[src/rtl/ddr_wr_burst_ctrl.sv]
// rtl/ddr_wr_burst_ctrl.sv - AXI4 write burst master packing prefetch FIFO words into fixed-length frame bursts
// Optional DDR_WR_PINGPONG_EN: alternate frames between two buffers spaced FRAME_STRIDE apart.
module ddr_wr_burst_ctrl #(
  parameter int          ADDR_WIDTH   = 28,
  parameter int          DATA_WIDTH   = 256,
  parameter int          BURST_LEN    = 16,
  parameter int          FRAME_BEATS  = 115200,
  parameter int unsigned BASE_ADDR    = 0,
  parameter int unsigned FRAME_STRIDE = 32'h0100_0000
) (
  input  logic                    clk,
  input  logic                    rst,
  input  logic                    frame_start,
  input  logic                    fifo_rd_vld,
  input  logic [DATA_WIDTH-1:0]   fifo_rd_data,
  output logic                    fifo_rd_en,
  output logic [ADDR_WIDTH-1:0]   awaddr,
  output logic [7:0]              awlen,
  output logic                    awvalid,
  input  logic                    awready,
  output logic [DATA_WIDTH-1:0]   wdata,
  output logic [DATA_WIDTH/8-1:0] wstrb,
  output logic                    wlast,
  output logic                    wvalid,
  input  logic                    wready,
  input  logic [1:0]              bresp,
  input  logic                    bvalid,
  output logic                    bready,
  output logic                    frame_done,
  output logic                    buf_idx,
  output logic                    wr_err
);

  localparam int BL_W = $clog2(FRAME_BEATS + 1);
  localparam logic [ADDR_WIDTH-1:0] BASE_A    = ADDR_WIDTH'(BASE_ADDR);
  localparam logic [ADDR_WIDTH-1:0] STRIDE_A  = ADDR_WIDTH'(FRAME_STRIDE);
  localparam logic [ADDR_WIDTH-1:0] INC_A     = ADDR_WIDTH'(BURST_LEN * (DATA_WIDTH / 8));
  localparam logic [BL_W-1:0]       FRAME_L   = BL_W'(FRAME_BEATS);
  localparam logic [BL_W-1:0]       BURST_L   = BL_W'(BURST_LEN);
  localparam logic [7:0]            LAST_BEAT = 8'(BURST_LEN - 1);

  typedef enum logic [1:0] {S_IDLE, S_AW, S_W, S_B} state_t;

  state_t                  state_q, state_d;
  logic                    pend_q, pend_d;
  logic                    buf_idx_q, buf_idx_d;
  logic [ADDR_WIDTH-1:0]   awaddr_q, awaddr_d;
  logic [BL_W-1:0]         beats_left_q, beats_left_d;
  logic [7:0]              beat_cnt_q, beat_cnt_d;
  logic                    awvalid_q, awvalid_d;
  logic                    frame_done_q, frame_done_d;
  logic                    wr_err_q, wr_err_d;
  logic                    buf_idx_nx;
  logic                    w_fire;

  always_ff @(posedge clk or posedge rst) begin
    if (rst) begin
      state_q      <= S_IDLE;
      pend_q       <= 1'b0;
      buf_idx_q    <= 1'b0;
      awaddr_q     <= BASE_A;
      beats_left_q <= '0;
      beat_cnt_q   <= '0;
      awvalid_q    <= 1'b0;
      frame_done_q <= 1'b0;
      wr_err_q     <= 1'b0;
    end else begin
      state_q      <= state_d;
      pend_q       <= pend_d;
      buf_idx_q    <= buf_idx_d;
      awaddr_q     <= awaddr_d;
      beats_left_q <= beats_left_d;
      beat_cnt_q   <= beat_cnt_d;
      awvalid_q    <= awvalid_d;
      frame_done_q <= frame_done_d;
      wr_err_q     <= wr_err_d;
    end
  end

  assign wvalid     = (state_q == S_W) && fifo_rd_vld;
  assign w_fire     = wvalid && wready;
  assign wlast      = (state_q == S_W) && (beat_cnt_q == LAST_BEAT);
  assign fifo_rd_en = w_fire;
  assign wdata      = fifo_rd_data;
  assign wstrb      = '1;
  assign bready     = (state_q == S_B);
  assign awvalid    = awvalid_q;
  assign awaddr     = awaddr_q;
  assign awlen      = LAST_BEAT;
  assign frame_done = frame_done_q;
  assign buf_idx    = buf_idx_q;
  assign wr_err     = wr_err_q;

  always_comb begin
`ifdef DDR_WR_PINGPONG_EN
    buf_idx_nx = ~buf_idx_q;
`else
    buf_idx_nx = 1'b0;
`endif
  end

  always_comb begin
    state_d      = state_q;
    pend_d       = pend_q | frame_start;
    buf_idx_d    = buf_idx_q;
    awaddr_d     = awaddr_q;
    beats_left_d = beats_left_q;
    beat_cnt_d   = beat_cnt_q;
    awvalid_d    = awvalid_q;
    frame_done_d = 1'b0;
    wr_err_d     = wr_err_q;
    case (state_q)
      S_IDLE: begin
        // A pending frame_start wins over leftover beats, abandoning the old frame.
        if (pend_q) begin
          pend_d       = frame_start;
          buf_idx_d    = buf_idx_nx;
          awaddr_d     = BASE_A + (buf_idx_nx ? STRIDE_A : '0);
          beats_left_d = FRAME_L;
          awvalid_d    = 1'b1;
          state_d      = S_AW;
        end else if (beats_left_q != '0) begin
          awvalid_d = 1'b1;
          state_d   = S_AW;
        end
      end
      S_AW: begin
        if (awvalid_q && awready) begin
          awvalid_d  = 1'b0;
          beat_cnt_d = '0;
          state_d    = S_W;
        end
      end
      S_W: begin
        if (w_fire) begin
          beat_cnt_d = beat_cnt_q + 8'd1;
          if (wlast) state_d = S_B;
        end
      end
      S_B: begin
        if (bvalid) begin
          if (bresp != 2'b00) wr_err_d = 1'b1;
          beats_left_d = beats_left_q - BURST_L;
          awaddr_d     = awaddr_q + INC_A;
          frame_done_d = (beats_left_q == BURST_L);
          state_d      = S_IDLE;
        end
      end
      default: state_d = S_IDLE;
    endcase
  end

endmodule

[config.mk]
export PLATFORM = sky130hd
export DESIGN_NAME = ddr_wr_burst_ctrl
export DESIGN_NICKNAME = d
export VERILOG_FILES = /design/src/rtl/ddr_wr_burst_ctrl.sv
export SDC_FILE = /design/constraint.sdc
export NUM_CORES = 1
export LEC_CHECK = 0
export ABC_CLOCK_PERIOD_IN_PS = 2150
export BUFFER_PORTS_ARGS = -buffer_cell sky130_fd_sc_hd__buf_4
export CORE_AREA = 2 2 234 236
export DETAILED_ROUTE_END_ITERATION = 8
export DIE_AREA = 0 0 236 238
export GPL_TIMING_DRIVEN = 0
export PLACE_DENSITY_LB_ADDON = 0.12
export SETUP_SLACK_MARGIN = 0.3
export SYNTH_ARGS = -nofsm -noshare
export SYNTH_HDL_FRONTEND = slang
export SYNTH_SLANG_ARGS = --single-unit
[constraint.sdc]
create_clock -name clk -period 2.15 [get_ports clk]
set_input_delay 0.215 -clock clk [delete_from_list [all_inputs] [get_ports clk]]
set_output_delay 0.215 -clock clk [all_outputs]
set_load 0.02 [all_outputs]
==> flow_summary.ini, run 1 <==
[timing]
slew_violations = 0
finalSetupTns_ns = 0
skew_ns = 0.0105
setup_viol = 0
final_hold_viol_count = 0
fin_crit_sh_pct = 97.4
fmax_mhz = 478
timing.hold.ws_ns = 0.106
rsz0062_at_grt = yes
layout_min_cycle_time_ns = 2.09

[yosys]
synth-simple-area-share_pct = 13.5
synth_top_family_by_area = buffers and inverters
synth_largest_area_cell = buf_4
synth_fa_ha_area_share_pct = 2.31
synth_area_mm2 = 0.00487
ys_seq_elements = 46
syn_area_per_cell_um2 = 8.43
synth-edff-count = 0
synthMuxAreaShare_pct = 2.59
yosysUniqueCellTypes = 46
synth_compound_area_share_pct = 6.21
netlist_instances = 578
ys_warn_count = 0
ys_async_sr_fraction_pct = 100
synthTopCellsByArea = buf_4 (47%), dfrtp_1 (24%), ha_1 (2.3%)
synth_xor_area_share_pct = 2.70
synthFlopType = dfrtp_1
ys_seq_area_share_pct = 23.6
yosysTopAreaCellShare_pct = 47.3

[pwr]
p_per_area_mw_per_mm2 = 678
p_total_mw = 6.15
p_leak_nw = 4.53
ir_worst_vdd_mv = 0.310

[placement]
hpwl_um = 17500
numPortBuffers = 289
gp_congestion = 0.691
dp_cells = 1612

[critical_path]
crit_chain = buf_4 > ha_4 > nor2b_4 > or4_4 > buf_4 > clkbuf_4 > o21ai_0 > a21oi_1
cp_num_cells = 8
rrSetupSlack_ns = 0.06
slowest_delay_ns = 0.56
crit_path_top_delay_cell = or4_4
start_kind = flop
r2r_start = state_q[1]
cpLargestDelayFamily = simple AND/OR/NAND/NOR gates
path_max_fanout = 4
path_common_cell = buf_4
r2r_cells = 8
setup.worst_path.start = state_q[1]
arrival_ns = 2.29
critPathKind = flop to flop
endpoint_kind = flop
cp_num_buf_inv = 3
r2r-end = awaddr[21]
required_ns = 2.34

[floorplan]
dieArea_mm2 = 0.0562
die_h_um = 238
start_util_pct = 9.11
fp.dieW_um = 236
rows = 85
core_area_mm2 = 0.0535
boundaryPins = 597

[routing]
first_pass_iters = 5
wire_per_inst_um = 12.7
drc_errors = 0
via_count = 4761
routed_wirelength_um = 21000
drtIter0Drc = 90
via_per_inst = 2.88
antenna_left = 0

[layout]
fin_util_pct = 17.0
fillers = 6037
syn_to_final_growth_pct = 86.2
nNetsFinal = 1233
instances_no_fill = 1656
diodes = 0
drive_above_1_share_pct = 73.5

[clocking]
cts.sinks = 46
clk_pin_slew_worst_paths_ns = 0.07
clock_latency_ns = 0.30
cts-root-buf = clkbuf_16
clockBufferDepth = 2
cts_tree = done
cts_buffers = 5
htreeDepth = 2

[global_route]
grt_pass1_vias = 4547
grt_antenna_before_repair = 0
grtUsageTotal_pct = 6.75
grt_first_pass_wirelength_um = 28700
overflow = 0
grt_max_degree = 34

[min_path]
hold_start = frame_start
hold_depth = 2
min_path_type = primary input to flop
holdPathEnd = pend_q

[status]
status = completed

[flow_run]
max_cap_viol_count = 0
layer usage:
layer  up-vias  GRT usage [%]  share of wire [%]  wire [µm]
met4         0           1.78                1.6        331
met5         -              0                  0          0
li1       2305              -                  -          -
met3        14           2.00                8.7       1830
met1      2176           6.66                 33       6920
met2       266           13.5                 57      11900
worst max path at each step:
stage | endpoint | slack (ns)
after floorplan | awaddr[23] | 0.16
after global placement | awaddr[11] | -0.42
after detailed placement | awaddr[13] | -0.36
after CTS | awaddr[27] | 0.03
after global routing | awaddr[27] | -0.01
final | awaddr[21] | 0.06
area by class of cell:
| type | count | area, µm² | share of cell area, % |
|---|---|---|---|
| clock buffers | 6 | 129 | 1.42 |
| inverters | 10 | 37.5 | 0.414 |
| plain buffers | 316 | 2430 | 26.7 |
| well taps | 696 | 871 | 9.60 |
| flip-flops and latches | 46 | 1150 | 12.7 |
| clock inverters | 2 | 37.5 | 0.414 |
| repair buffers | 326 | 2510 | 27.7 |
| multi-input cells | 254 | 1900 | 21.0 |
cells in the final DEF, fill, tap and decap left out, types with 7 or more instances in the layout:
master | synthesis | routed
nand2_1 | 23 | 22
inv_1 | 10 | 7
dfrtp_1 | 46 | 45
nand3_1 | 15 | 10
conb_1 | 2 | 50
xnor2_1 | 10 | 10
mux2i_1 | 9 | 9
a21oi_1 | 14 | 8
nor2_1 | 25 | 25
nand4_1 | 8 | 8
buf_4 | 307 | 620
buf_6 | 1 | 9
sequential cells by signal (all words and copies together), names as in the netlist:
signal and flops:
frame_done 1, beats_left_q 13, pend_q 1, wr_err 1
beat_cnt_q 8, awaddr 19, awvalid 1, state_q 2
cell usage after synthesis, types with 2 or more instances:
library cell and number:
clkbuf_1 7, xor2_1 5, nand3b_1 2, inv_1 10, a22o_1 3, a211oi_1 3, a21oi_1 14, xnor2_1 10
o31ai_1 4, o21ai_0 9, or4_4 2, nor4_1 5, mux2_2 2, nand2b_1 7, and4_1 2, conb_1 2
nand4_1 8, dfrtp_1 46, nand4b_1 2, or4_1 6, and3_1 6, or3_1 7, ha_1 9, a2111oi_0 3
nor3_1 5, mux2i_1 9, nand2_1 23, nor2_1 25, buf_4 307, nand3_1 15, a31o_2 5
power breakdown:
group	internal [mW]	switching (mW)	total, mW	leakage [nW]
Sequential	1.08	0.248	1.32	0.595
Combinational	1.96	1.94	3.90	3.86
Clock	0.551	0.372	0.922	0.0771
Total	3.59	2.56	6.15	4.53
through the flow:
| step | setup WS, ns | instance area (µm²) |
|---|---|---|
| after floorplan | 0.161 | 5120 |
| after global placement | -0.419 | 8160 |
| after detailed placement | -0.359 | 8180 |
| after CTS | 0.0325 | 8860 |
| after global routing | -0.0127 | 9070 |
| final | 0.0565 | 9070 |
logic make-up (layout without fill, tap and decap cells):
kind of cell / count (synthesis) / in the layout
other: 2 / 50
buffers and inverters: 326 / 660
xor gates and xnor gates: 15 / 15
muxes: 12 / 12
adders and majority gates: 9 / 9
DFF: 46 / 46
AOI/OAI and AO/OA: 46 / 46
and+or+nand+nor: 122 / 122
repair_timing:
action / 4_1_cts / 5_1_grt
hold buffers: 1 / 0
endpoints found under the hold margin: 13 / 0
pin swaps: 17 / 22
cloned: 2 / 0
setup endpoints to repair: 41 / 42
buffers inserted: 25 / 8
gates resized for setup: 58 / 39
Power figures use the tool's default switching activity.
==> run 2: changes to the inputs <==
Settings changed: ABC_AREA set to 1, CELL_PAD_IN_SITES_DETAIL_PLACEMENT set to 1, CELL_PAD_IN_SITES_GLOBAL_PLACEMENT set to 1, CORE_AREA 2 2 234 236 to 2 2 230 232, DIE_AREA 0 0 236 238 to 0 0 232 234.
==> run 2 against run 1 <==
Against the previous run: maximum frequency grew 20%; area after synthesis grew 4.1%; first-iteration DRC count grew 47%; non-clock buffer count shrank 30; power shrank 15%; register-to-register slack gained 0.37 ns; clock skew grew 0.0068 ns; synthesized cell count grew 18%; critical endpoint is now wlast; largest power group unchanged.
==> flow_summary.ini, run 2 <==
[status]
status = completed

[yosys]
ys_seq_area_share_pct = 22.7
ys_warn_count = 0
yosysUniqueCellTypes = 33
synth-edff-count = 0
synth_most_common_cell = buf_4
ys_seq_elements = 46
synthTopCellsByArea = buf_4 (45%), dfrtp_1 (23%), nand2_1 (7.8%)
syn_area_per_cell_um2 = 7.43
netlist_instances = 682
synth_largest_area_cell = buf_4
ys_async_sr_fraction_pct = 100
synthTopCellsByCount = buf_4 (307), nand2_1 (105), nor2_1 (58)
synth_area_mm2 = 0.00507
yosysTopAreaCellShare_pct = 45.5
synthFlopType = dfrtp_1

[global_route]
grt_antenna_before_repair = 0
grt_first_pass_wirelength_um = 29300
grtUsageTotal_pct = 7.08
grt_pass1_vias = 4948
grt_max_degree = 32
overflow = 0

[clocking]
clock_latency_ns = 0.31
cts-root-buf = clkbuf_16
clk_pin_slew_worst_paths_ns = 0.08
htreeDepth = 2
cts_tree = done
cts.sinks = 46
cts_buffers = 5
clockBufferDepth = 2

[routing]
via_count = 4983
met1_length_um = 7600
via_per_inst = 2.88
first_pass_iters = 4
drtIter0Drc = 132
routed_wirelength_um = 21500
wire_per_inst_um = 12.4
wl_met2_um = 12100
dr.max_layer_used = met4
drc_errors = 0
antenna_left = 0
wl_met3_um = 1630

[placement]
pre_cts_slack_ns = 0.0218
numPortBuffers = 290
hpwl_um = 18700
placed_area_mm2 = 0.00831
gp_congestion = 0.692

[pwr]
ir_worst_vdd_mv = 0.269
netSwitchingPower_mw = 2.42
p_leak_nw = 4.56
p_total_mw = 5.23
clockPowerShare_pct = 16.2
seq_power_share_pct = 23.0
p_int_mw = 2.82
p_comb_share_pct = 60.8
p_sw_share_pct = 46.2
p_per_area_mw_per_mm2 = 607

[critical_path]
r2r_start = state_q[1]
path_max_fanout = 4
setup.worst_path.start = state_q[0]
r2r-end = beat_cnt_q[3]
endpoint_kind = output port
start_kind = flop
required_ns = 1.93
arrival_ns = 1.53
r2r_cells = 8
rrSetupSlack_ns = 0.43
critPathKind = flop to output port

[floorplan]
boundaryPins = 597
dieArea_mm2 = 0.0543
die_h_um = 234
fp.dieW_um = 232
start_util_pct = 9.75
rows = 84
core_area_mm2 = 0.0520

[timing]
fmax_mhz = 572
fin_ws_ns = 0.402
fin_crit_sh_pct = 81.3
finalSetupTns_ns = 0
setup_viol = 0
slew_violations = 0
final_hold_viol_count = 0
skew_ns = 0.0173
layout_min_cycle_time_ns = 1.75
rsz0062_at_grt = no

[min_path]
min_path_type = primary input to flop
hold_start = frame_start
holdPathEnd = pend_q
hold_depth = 2

[layout]
final_cell_mix = buf_4 (607), nand2_1 (104), nor2_1 (57), conb_1 (50), dfrtp_1 (43)
fin_util_pct = 16.6
drive_above_1_share_pct = 63.1
stdcell_area_mm2 = 0.00863
largest_reg_flops = 19
final_common_cell = buf_4
syn_to_final_growth_pct = 70.1
nNetsFinal = 1314
diodes = 0

[flow_run]
max_cap_viol_count = 0
-- run 2: cell types whose count changed in the layout (fill, tap and decap cells not counted), moves of 7 or more --
cell / previous run / this run
buf_4: 620 / 607
buf_6: 9 / 2
inv_1: 7 / 41
mux2i_1: 9 / 0
nand2_1: 22 / 104
nand3_1: 10 / 30
nor2_1: 25 / 57
o21ai_0: 6 / 19
xnor2_1: 10 / 0
-- run 2: metal layers --
layer / vias to the layer above / global-route usage [%]
li1: 2460 / -
met1: 2253 / 7.69
met2: 260 / 13.9
met3: 10 / 1.76
met4: 0 / 1.22
met5: - / 0
-- run 2: logic make-up after synthesis --
family | count (synthesis) | synth area share (%)
xor gates and xnor gates | 1 | 0.173
buffers and inverters | 357 | 49.5
and+or+nand+nor | 230 | 21.2
other | 2 | 0.148
DFF | 46 | 22.7
AOI/OAI and AO/OA | 37 | 4.12
adders and majority gates | 9 | 2.22
-- run 2: what timing repair did --
action,CTS,global route
hold buffers,1,0
endpoints found under the setup margin,40,33
gates resized for setup,10,12
endpoints found under the hold margin,15,0
gates cloned,0,2
pin swaps,0,3
buffers inserted,4,5
-- run 2: area by class of cell --
class	count	area [µm²]
Fill cell	6377	43400
Buffer	310	2330
Timing Repair Buffer	302	2280
Multi-Input combinational cell	328	1670
Sequential cell	46	1150
Tap cell	688	861
Inverter	47	183
Clock buffer	5	125
Clock inverter	3	18.8
-- run 2: worst max-delay path by stage --
stage,end,cells after the start
2_1_floorplan,beats_left_q[14],9
3_3_place_gp,awaddr[11],2
3_5_place_dp,beats_left_q[16],7
4_1_cts,wlast,5
5_1_grt,wlast,5
6_report,wlast,5
-- run 2: through the flow --
stage                     std cells  hold slack, ns
after CTS                      1722          0.0888
after detailed placement       1709           0.293
after floorplan                 730           0.329
after global routing           1729           0.106
final                          1729           0.104
after global placement         1708           0.421
-- run 2: power by group through the flow --
stage | Clock, mW | Sequential, mW | Combinational, mW
2_1_floorplan | 0 | 1.19 | 2.01
3_3_place_gp | 0 | 1.21 | 2.98
3_5_place_dp | 0 | 1.21 | 2.98
4_1_cts | 0.903 | 1.21 | 3.10
5_1_grt | 0.933 | 1.24 | 3.53
6_report | 0.850 | 1.20 | 3.18
-- run 2: critical path: stages, from the launching register on --
cell	delay [ns]
dfrtp_2	0.47
inv_4	0.10
ha_4	0.16
clkinvlp_4	0.12
nor3_4	0.20
buf_4	0.17
